--- config.mk ---
export PLATFORM = sky130hd
export DESIGN_NAME = sprite_vram_responder
export DESIGN_NICKNAME = d
export VERILOG_FILES = /design/src/rtl/sprite_vram_responder.sv
export SDC_FILE = /design/constraint.sdc
export NUM_CORES = 1
export LEC_CHECK = 0
export ABC_AREA = 0
export ABC_CLOCK_PERIOD_IN_PS = 2000
export CORE_MARGIN = 3
export CORE_UTILIZATION = 25
export CTS_CLUSTER_SIZE = 14
export DETAILED_ROUTE_END_ITERATION = 10
export GPL_ROUTABILITY_DRIVEN = 0
export SYNTH_ARGS = -nofsm -noshare
export SYNTH_HDL_FRONTEND = slang
export SYNTH_SLANG_ARGS = --single-unit
--- constraint.sdc ---
create_clock -name clk -period 2 [get_ports clk]
set_input_delay 0.6 -clock clk [delete_from_list [all_inputs] [get_ports clk]]
set_output_delay 0.6 -clock clk [all_outputs]
set_load 0.01 [all_outputs]
--- src/rtl/sprite_vram_responder.sv ---
// sprite_vram_responder: serves sprite-renderer word fetches from the shared VRAM read port,
// yielding to the CPU and discarding data for requests the renderer abandons.
module sprite_vram_responder #(
  parameter int LATENCY = 2
) (
  input  logic        clk,
  input  logic        rst_n,
  input  logic        spr_strobe,
  input  logic [14:0] spr_addr,
  output logic        spr_ack,
  output logic [31:0] spr_rddata,
  input  logic        cpu_busy,
  output logic [14:0] vram_addr,
  output logic        vram_rden,
  input  logic [31:0] vram_rddata,
  output logic [7:0]  abort_count,
  output logic        busy
);
  typedef enum logic [1:0] {IDLE, ISSUE, WAIT, DRAIN} state_t;
  localparam logic [2:0] LAT_M1 = 3'(LATENCY - 1);
  state_t      state;
  logic [14:0] addr_r;
  logic [2:0]  lat_cnt;
  logic [31:0] rddata_r;
  logic        ack_r;
  logic [7:0]  abort_inc;
  logic [2:0]  lat_dec;
  assign abort_inc  = abort_count + {7'd0, abort_count != 8'hff};
  assign lat_dec    = lat_cnt == 3'd0 ? 3'd0 : lat_cnt - 3'd1;
  assign spr_ack    = ack_r;
  assign spr_rddata = rddata_r;
  assign vram_addr  = addr_r;
  // an abandoned request in ISSUE must never reach the VRAM port
  assign vram_rden  = state == ISSUE && spr_strobe && !cpu_busy;
  assign busy       = state != IDLE;
  always_ff @(posedge clk or negedge rst_n) begin
    if (!rst_n) begin
      state       <= IDLE;
      addr_r      <= '0;
      lat_cnt     <= '0;
      rddata_r    <= '0;
      ack_r       <= 1'b0;
      abort_count <= '0;
    end else begin
      ack_r <= 1'b0;
      case (state)
        IDLE: if (spr_strobe && !ack_r) begin
          addr_r <= spr_addr;
          state  <= ISSUE;
        end
        ISSUE: if (!spr_strobe) begin
          abort_count <= abort_inc;
          state       <= IDLE;
        end else if (!cpu_busy) begin
          lat_cnt <= LAT_M1;
          state   <= WAIT;
        end
        WAIT: begin
          lat_cnt <= lat_dec;
          if (!spr_strobe) begin
            abort_count <= abort_inc;
            state       <= lat_cnt == 3'd0 ? IDLE : DRAIN;
          end else if (lat_cnt == 3'd0) begin
            rddata_r <= vram_rddata;
            ack_r    <= 1'b1;
            state    <= IDLE;
          end
        end
        DRAIN: begin
          lat_cnt <= lat_dec;
          state   <= lat_cnt == 3'd0 ? IDLE : DRAIN;
        end
      endcase
    end
  end
endmodule

==> run summary, run 1 <==
register bit total from synthesis: 61
synth unique cells: 33
Area growth syn-to-layout: 58.6%
detailed-route DRC error count: 0
Crit path arrival time: 1.37 ns
Ys Warns: 0
RSZ-0062 raised after global routing: yes
Chip Width: 109 microns
Die Y: 109 microns
first-pass GRT wire length: 9740 microns
total CTS buffers: 9
Starting Density: 0.258
top post-synthesis cells by area: dfrtp_1 (57%), mux2_4 (16%), mux2_2 (4.7%)
WS Path Type: flop to output pin
crit path buf inv count: 3
Max Buffers Root-to-Sink: 2
post-route ant nets: 0
CTS Hold Bufs: 0
Req. time, crit path: 1.40 ns
drt total wl: 6130 microns
crit-path cells: inv_2 -> ha_2 -> inv_1 -> dlygate4sd2_1
Internal: 3.83 mW
dpl cells: 425
CP peak stage delay: 0.41 ns
Mapped Avg Cell Area: 15.7 sq um
area leader, netlist: dfrtp_1
clk_skew: 0.00864 ns
leakage: 1.86 nW
drt initial violations: 47
number of H-tree levels: 3
Sink Count: 61
Rel. slew slack: 0.660
crit end category: output pin
Power Total: 5.44 mW
clock power share: 0.222
status: finished clean
pre-CTS WS: -0.411 ns
antenna violations before repair: 0
Post-layout nets: 359
period utilisation layout: 0.986
Slew @ Worst Pin: 0.511 ns
Post-synth EDFFs: 0
via count: 1,822
power per cell area: 1290 nW/um^2
Peak Freq: 0.507 GHz
GRT overflow: 0
Top Family by Delay on Critical Path: buffers and inverters
row count: 37
NetSw: 1.60 mW
synthesized area: 2660 sq um
Sw Share: 0.295
Diodes inserted: 0
Final Setup Violations: 0
non-filler cells, final: 442
layout cells sized above 1: 0.278
Fin. Hold Viols: 0
top-area cell type share of the netlist area: 0.574
cell count after synthesis: 170
Async SR Flop Fraction: 1.00
register area share after synthesis: 0.574
IO Port Bufs: 108
Max Slew Vio Count: 0
Setup WS post-layout: 0.0279 ns
Seq pwr share: 0.362
core box area: 10,300 sq um
First-pass DRT Iterations: 4
Combinational Power Share: 0.416
commonest non-fill, non-tap cell in the layout: clkdlybuf4s50_1
per-cell routed wire length: 13.9 microns
placed wire-length estimate: 4430 microns
I/O Pins: 109
worst-skew pair later-pin latency: 0.33 ns
worst hold path type: input port to async pin
Synth Net Count: 228
maximum vdd drop: 0.573 mV
flop-to-flop setup slack: 0.29 ns
crit-path max FO: 4
CP max stage cell: dfrtp_1
dominant synthesized flop cell: dfrtp_1
vias in the first global route: 1,943
vias per inst: 4.12
MaxCap Viol Count: 0
CP startpoint kind: flop
GRT Overall Usage: 0.107
root buffer cell: clkbuf_8
CTS tree: yes
most frequent cells in the layout: clkdlybuf4s50_1 (104), dfrtp_1 (58), mux2_4 (29), buf_4 (13), mux2_2 (11)
die area: 11,900 sq um
largest net degree at the start of global routing: 40
Fill cells: 976
Worst-path clk slew: 0.07 ns
post-layout min period: 1.97 ns
## routing by layer
metal / track usage / part of all wire / vias up
met4: 0.0347 / 0.013 / 0
met2: 0.182 / 0.51 / 56
met5: 0 / 0 / -
li1: - / - / 854
met3: 0.0373 / 0.060 / 10
met1: 0.127 / 0.41 / 902
## final timing paths
path                       depth (start not counted)             end      startpoint
min in group clk                                   1   vram_addr[11]   vram_addr[11]
max                                                4            busy        state[0]
max reg2reg                                        7  abort_count[6]  abort_count[4]
min                                                2        state[1]           rst_n
min reg2reg                                        1   vram_addr[11]   vram_addr[11]
max in group asynchronous                          2  spr_rddata[10]           rst_n
## state kept, by name, summed over array words and instances, names as in the netlist
signal / flops
spr_rddata: 32
vram_addr: 15
abort_count: 8
lat_cnt: 3
state: 2
spr_ack: 1
## stage by stage
stage | hold slack (ns) | area [sq um] | setup TNS (ns) | utilization
detailed placement | 0.484 | 3990 | -8.01 | 0.387
global placement | 0.477 | 3990 | -7.15 | 0.387
global route | 0.269 | 4220 | -0.0584 | 0.409
finish | 0.246 | 4220 | 0 | 0.409
CTS | 0.243 | 4210 | 0 | 0.408
floorplan | 0.304 | 2660 | 0 | -
## synthesized netlist by cell type, types with 2 or more instances
cell type / n
buf_12: 3
inv_1: 3
xor2_1: 2
nand2_1: 6
nor2_1: 4
nand4_1: 4
mux2_2: 11
xnor2_1: 4
mux2_4: 29
mux2_1: 10
dfrtp_1: 61
ha_1: 7
o21ai_0: 3
a21oi_1: 2
nor2b_1: 3
## worst register-to-register path: stages, from the launching register on
cell and delay [ns]:
dfrtp_2 0.42, nand4_1 0.12, or2_2 0.31, ha_1 0.20, ha_1 0.19, and3_1 0.18
nand4_1 0.10, xnor2_1 0.12
## power groups by stage
| stage | registers [mW] | logic (mW) | clock network (mW) |
|---|---|---|---|
| 2_1_floorplan | 2.16 | 0.834 | 0 |
| 4_1_cts | 1.97 | 2.30 | 1.26 |
| 6_report | 1.97 | 2.26 | 1.21 |
| 3_3_place_gp | 1.97 | 2.26 | 0 |
| 3_5_place_dp | 1.98 | 2.28 | 0 |
| 5_1_grt | 2.04 | 2.43 | 1.32 |
## what timing repair did
action | in CTS | in global routing
endpoints found under the setup margin | 2 | 5
cloned | 0 | 0
pin swaps | 1 | 0
gates resized for setup | 8 | 5
buffers inserted | 1 | 0
## logic make-up after synthesis
kind of cell	count (synthesis)	share of synthesized area
flops	61	0.574
mux	51	0.256
simple gates	26	0.0583
buf+inv	7	0.0287
xor+xnor	6	0.0197
fa+ha+maj	7	0.0329
compound gates	12	0.0306
## cell type report
type	instances	area, sq um	area share
Multi-Input combinational cell	102	1060	0.252
Timing Repair Buffer	124	1230	0.291
Inverter	3	11.3	0.00267
Sequential cell	61	1530	0.363
Tap cell	136	170	0.0403
Clock buffer	10	128	0.0302
Clock inverter	6	87.6	0.0208
(Power assumes the default switching activity.)
==> run 2: changes to the inputs <==
CORE_UTILIZATION = 43   (was 25)
PLACE_DENSITY = 0.8   (was unset)
SETUP_SLACK_MARGIN = 0.02   (was unset)
==> run 2 against run 1 <==
Effect of this change:
- sequential power about the same
- combinational power about the same
- critical path depth down 3
==> run summary, run 2 (same netlist as run 1, synthesis figures left out) <==
root buffer cell: clkbuf_8 (unchanged)
Area growth syn-to-layout: 54.6% (was 58.6%)
MaxCap Viol Count: 0 (unchanged)
Die Y: 84.7 microns (was 109 microns)
period utilisation layout: 0.960 (was 0.986)
Multi-input gate area: 1070 sq um (was 1060 sq um)
detailed-route DRC error count: 0 (unchanged)
Top Family by Delay on Critical Path: buffers and inverters (unchanged)
number of H-tree levels: 3 (unchanged)
status: finished clean (unchanged)
layout cells sized above 1: 0.282 (was 0.278)
power per cell area: 1280 nW/um^2 (was 1290 nW/um^2)
I/O Pins: 109 (unchanged)
Reg area: 1530 sq um (unchanged)
first-pass GRT wire length: 9200 microns (was 9740 microns)
CTS tree: yes (unchanged)
Power Total: 5.26 mW (was 5.44 mW)
post-route ant nets: 0 (unchanged)
Slew @ Worst Pin: 0.459 ns (was 0.511 ns)
drt initial violations: 30 (was 47)
Rel. slew slack: 0.694 (was 0.660)
non-filler cells, final: 380 (was 442)
largest net degree at the start of global routing: 30 (was 40)
Max Slew Vio Count: 0 (unchanged)
core box area: 5960 sq um (was 10,300 sq um)
Post-layout nets: 359 (unchanged)
Peak Freq: 0.521 GHz (was 0.507 GHz)
clk_skew: 0.00735 ns (was 0.00864 ns)
via count: 1,826 (was 1,822)
antenna violations before repair: 0 (unchanged)
vias per inst: 4.81 (was 4.12)
placed wire-length estimate: 4320 microns (was 4430 microns)
Final Util: 0.691 (was 0.409)
GRT Overall Usage: 0.166 (was 0.107)
RSZ-0062 raised after global routing: no (was yes)
Chip Width: 84.7 microns (was 109 microns)
leakage: 1.85 nW (was 1.86 nW)
maximum vdd drop: 0.661 mV (was 0.573 mV)
Starting Density: 0.447 (was 0.258)
crit end category: output pin (unchanged)
total CTS buffers: 9 (unchanged)
vias in the first global route: 1,861 (was 1,943)
Crit path arrival time: 1.32 ns (was 1.37 ns)
GRT overflow: 0 (unchanged)
Fin. Hold Viols: 0 (unchanged)
Max Buffers Root-to-Sink: 2 (unchanged)
Worst-path clk slew: 0.07 ns (about the same)
Final Setup Violations: 0 (unchanged)
Sink Count: 61 (unchanged)
row count: 28 (was 37)
max FFs per register: 32 (unchanged)
IO Port Bufs: 108 (unchanged)
fin area: 4110 sq um (was 4220 sq um)
CP peak stage delay: 0.58 ns (was 0.41 ns)
Placed Area: 3920 sq um (was 3990 sq um)
setup TNS: 0 ns (unchanged)
dpl cells: 365 (was 425)
Diodes inserted: 0 (unchanged)
CP startpoint kind: flop (unchanged)
die area: 7170 sq um (was 11,900 sq um)
worst-skew pair later-pin latency: 0.33 ns (about the same)
post-layout min period: 1.92 ns (was 1.97 ns)
CP max stage cell: clkdlybuf4s50_1 (was dfrtp_1)
crit-path cells: clkdlybuf4s50_1 (was inv_2 -> ha_2 -> inv_1 -> dlygate4sd2_1)
per-cell routed wire length: 14.8 microns (was 13.9 microns)
drt total wl: 5640 microns (was 6130 microns)
most frequent cells in the layout: clkdlybuf4s50_1 (104), dfrtp_1 (58), mux2_4 (29), buf_4 (13), mux2_2 (11) (unchanged)
crit-path max FO: 5 (was 4)
crit path buf inv count: 1 (was 3)
Fill cells: 443 (was 976)
CTS Hold Bufs: 0 (unchanged)
commonest non-fill, non-tap cell in the layout: clkdlybuf4s50_1 (unchanged)
First-pass DRT Iterations: 4 (unchanged)
WS Path Type: flop to output pin (unchanged)
Req. time, crit path: 1.40 ns (about the same)
worst hold path type: input port to async pin (unchanged)
==> run 2: changes by cell type in the layout (fill, tap and decap cells not counted), sizes merged <==
cell         before  now
clkinv            4    5
bufinv            2    1
dlygate4sd2       1    0
==> run 2: metrics by stage <==
step                      setup WS, ns  hold slack (ns)
after floorplan                  0.315            0.304
after global placement          -0.365            0.473
after detailed placement        -0.390            0.481
after CTS                       0.0227            0.203
after global routing            0.0239            0.226
final                           0.0805            0.209
==> run 2: final timing paths <==
check	slack, ns	to	from	depth (start not counted)
worst max-delay path	0.08	abort_count[1]	abort_count[1]	1
worst min register to register	0.49	vram_addr[7]	vram_addr[7]	1
max in group asynchronous	1.20	abort_count[4]	rst_n	2
worst min-delay path	0.21	spr_rddata[10]	rst_n	1
worst max register to register	0.18	spr_rddata[26]	state[0]	6
min in group clk	0.49	vram_addr[7]	vram_addr[7]	1
==> run 2: cell type report <==
type	instances	share of cell area
clock buffers	9	0.0301
well taps	75	0.0228
multi-input cells	102	0.261
repair buffers	124	0.298
inverters	3	0.00274
clock inverters	6	0.0134
flip-flops and latches	61	0.372
==> run 2: what timing repair did <==
action,in CTS,in global routing
resized for setup,7,9
pin swaps,0,1
endpoints found under the setup margin,2,5
buffers inserted,0,0
==> run 2: metal layers <==
metal / vias to the layer above / global-route usage / wire, microns
met3: 11 / 0.0638 / 424
li1: 862 / - / -
met2: 75 / 0.247 / 2580
met1: 878 / 0.221 / 2520
met5: - / 0 / 0
met4: 0 / 0.0590 / 113
==> run 2: report_power, final <==
| group | internal [mW] | switching (mW) | leakage (nW) | total (mW) |
|---|---|---|---|---|
| clock | 0.557 | 0.458 | 0.0984 | 1.01 |
| sequential | 1.68 | 0.294 | 0.783 | 1.98 |
| combinational | 1.46 | 0.809 | 0.967 | 2.27 |
| total | 3.70 | 1.56 | 1.85 | 5.26 |
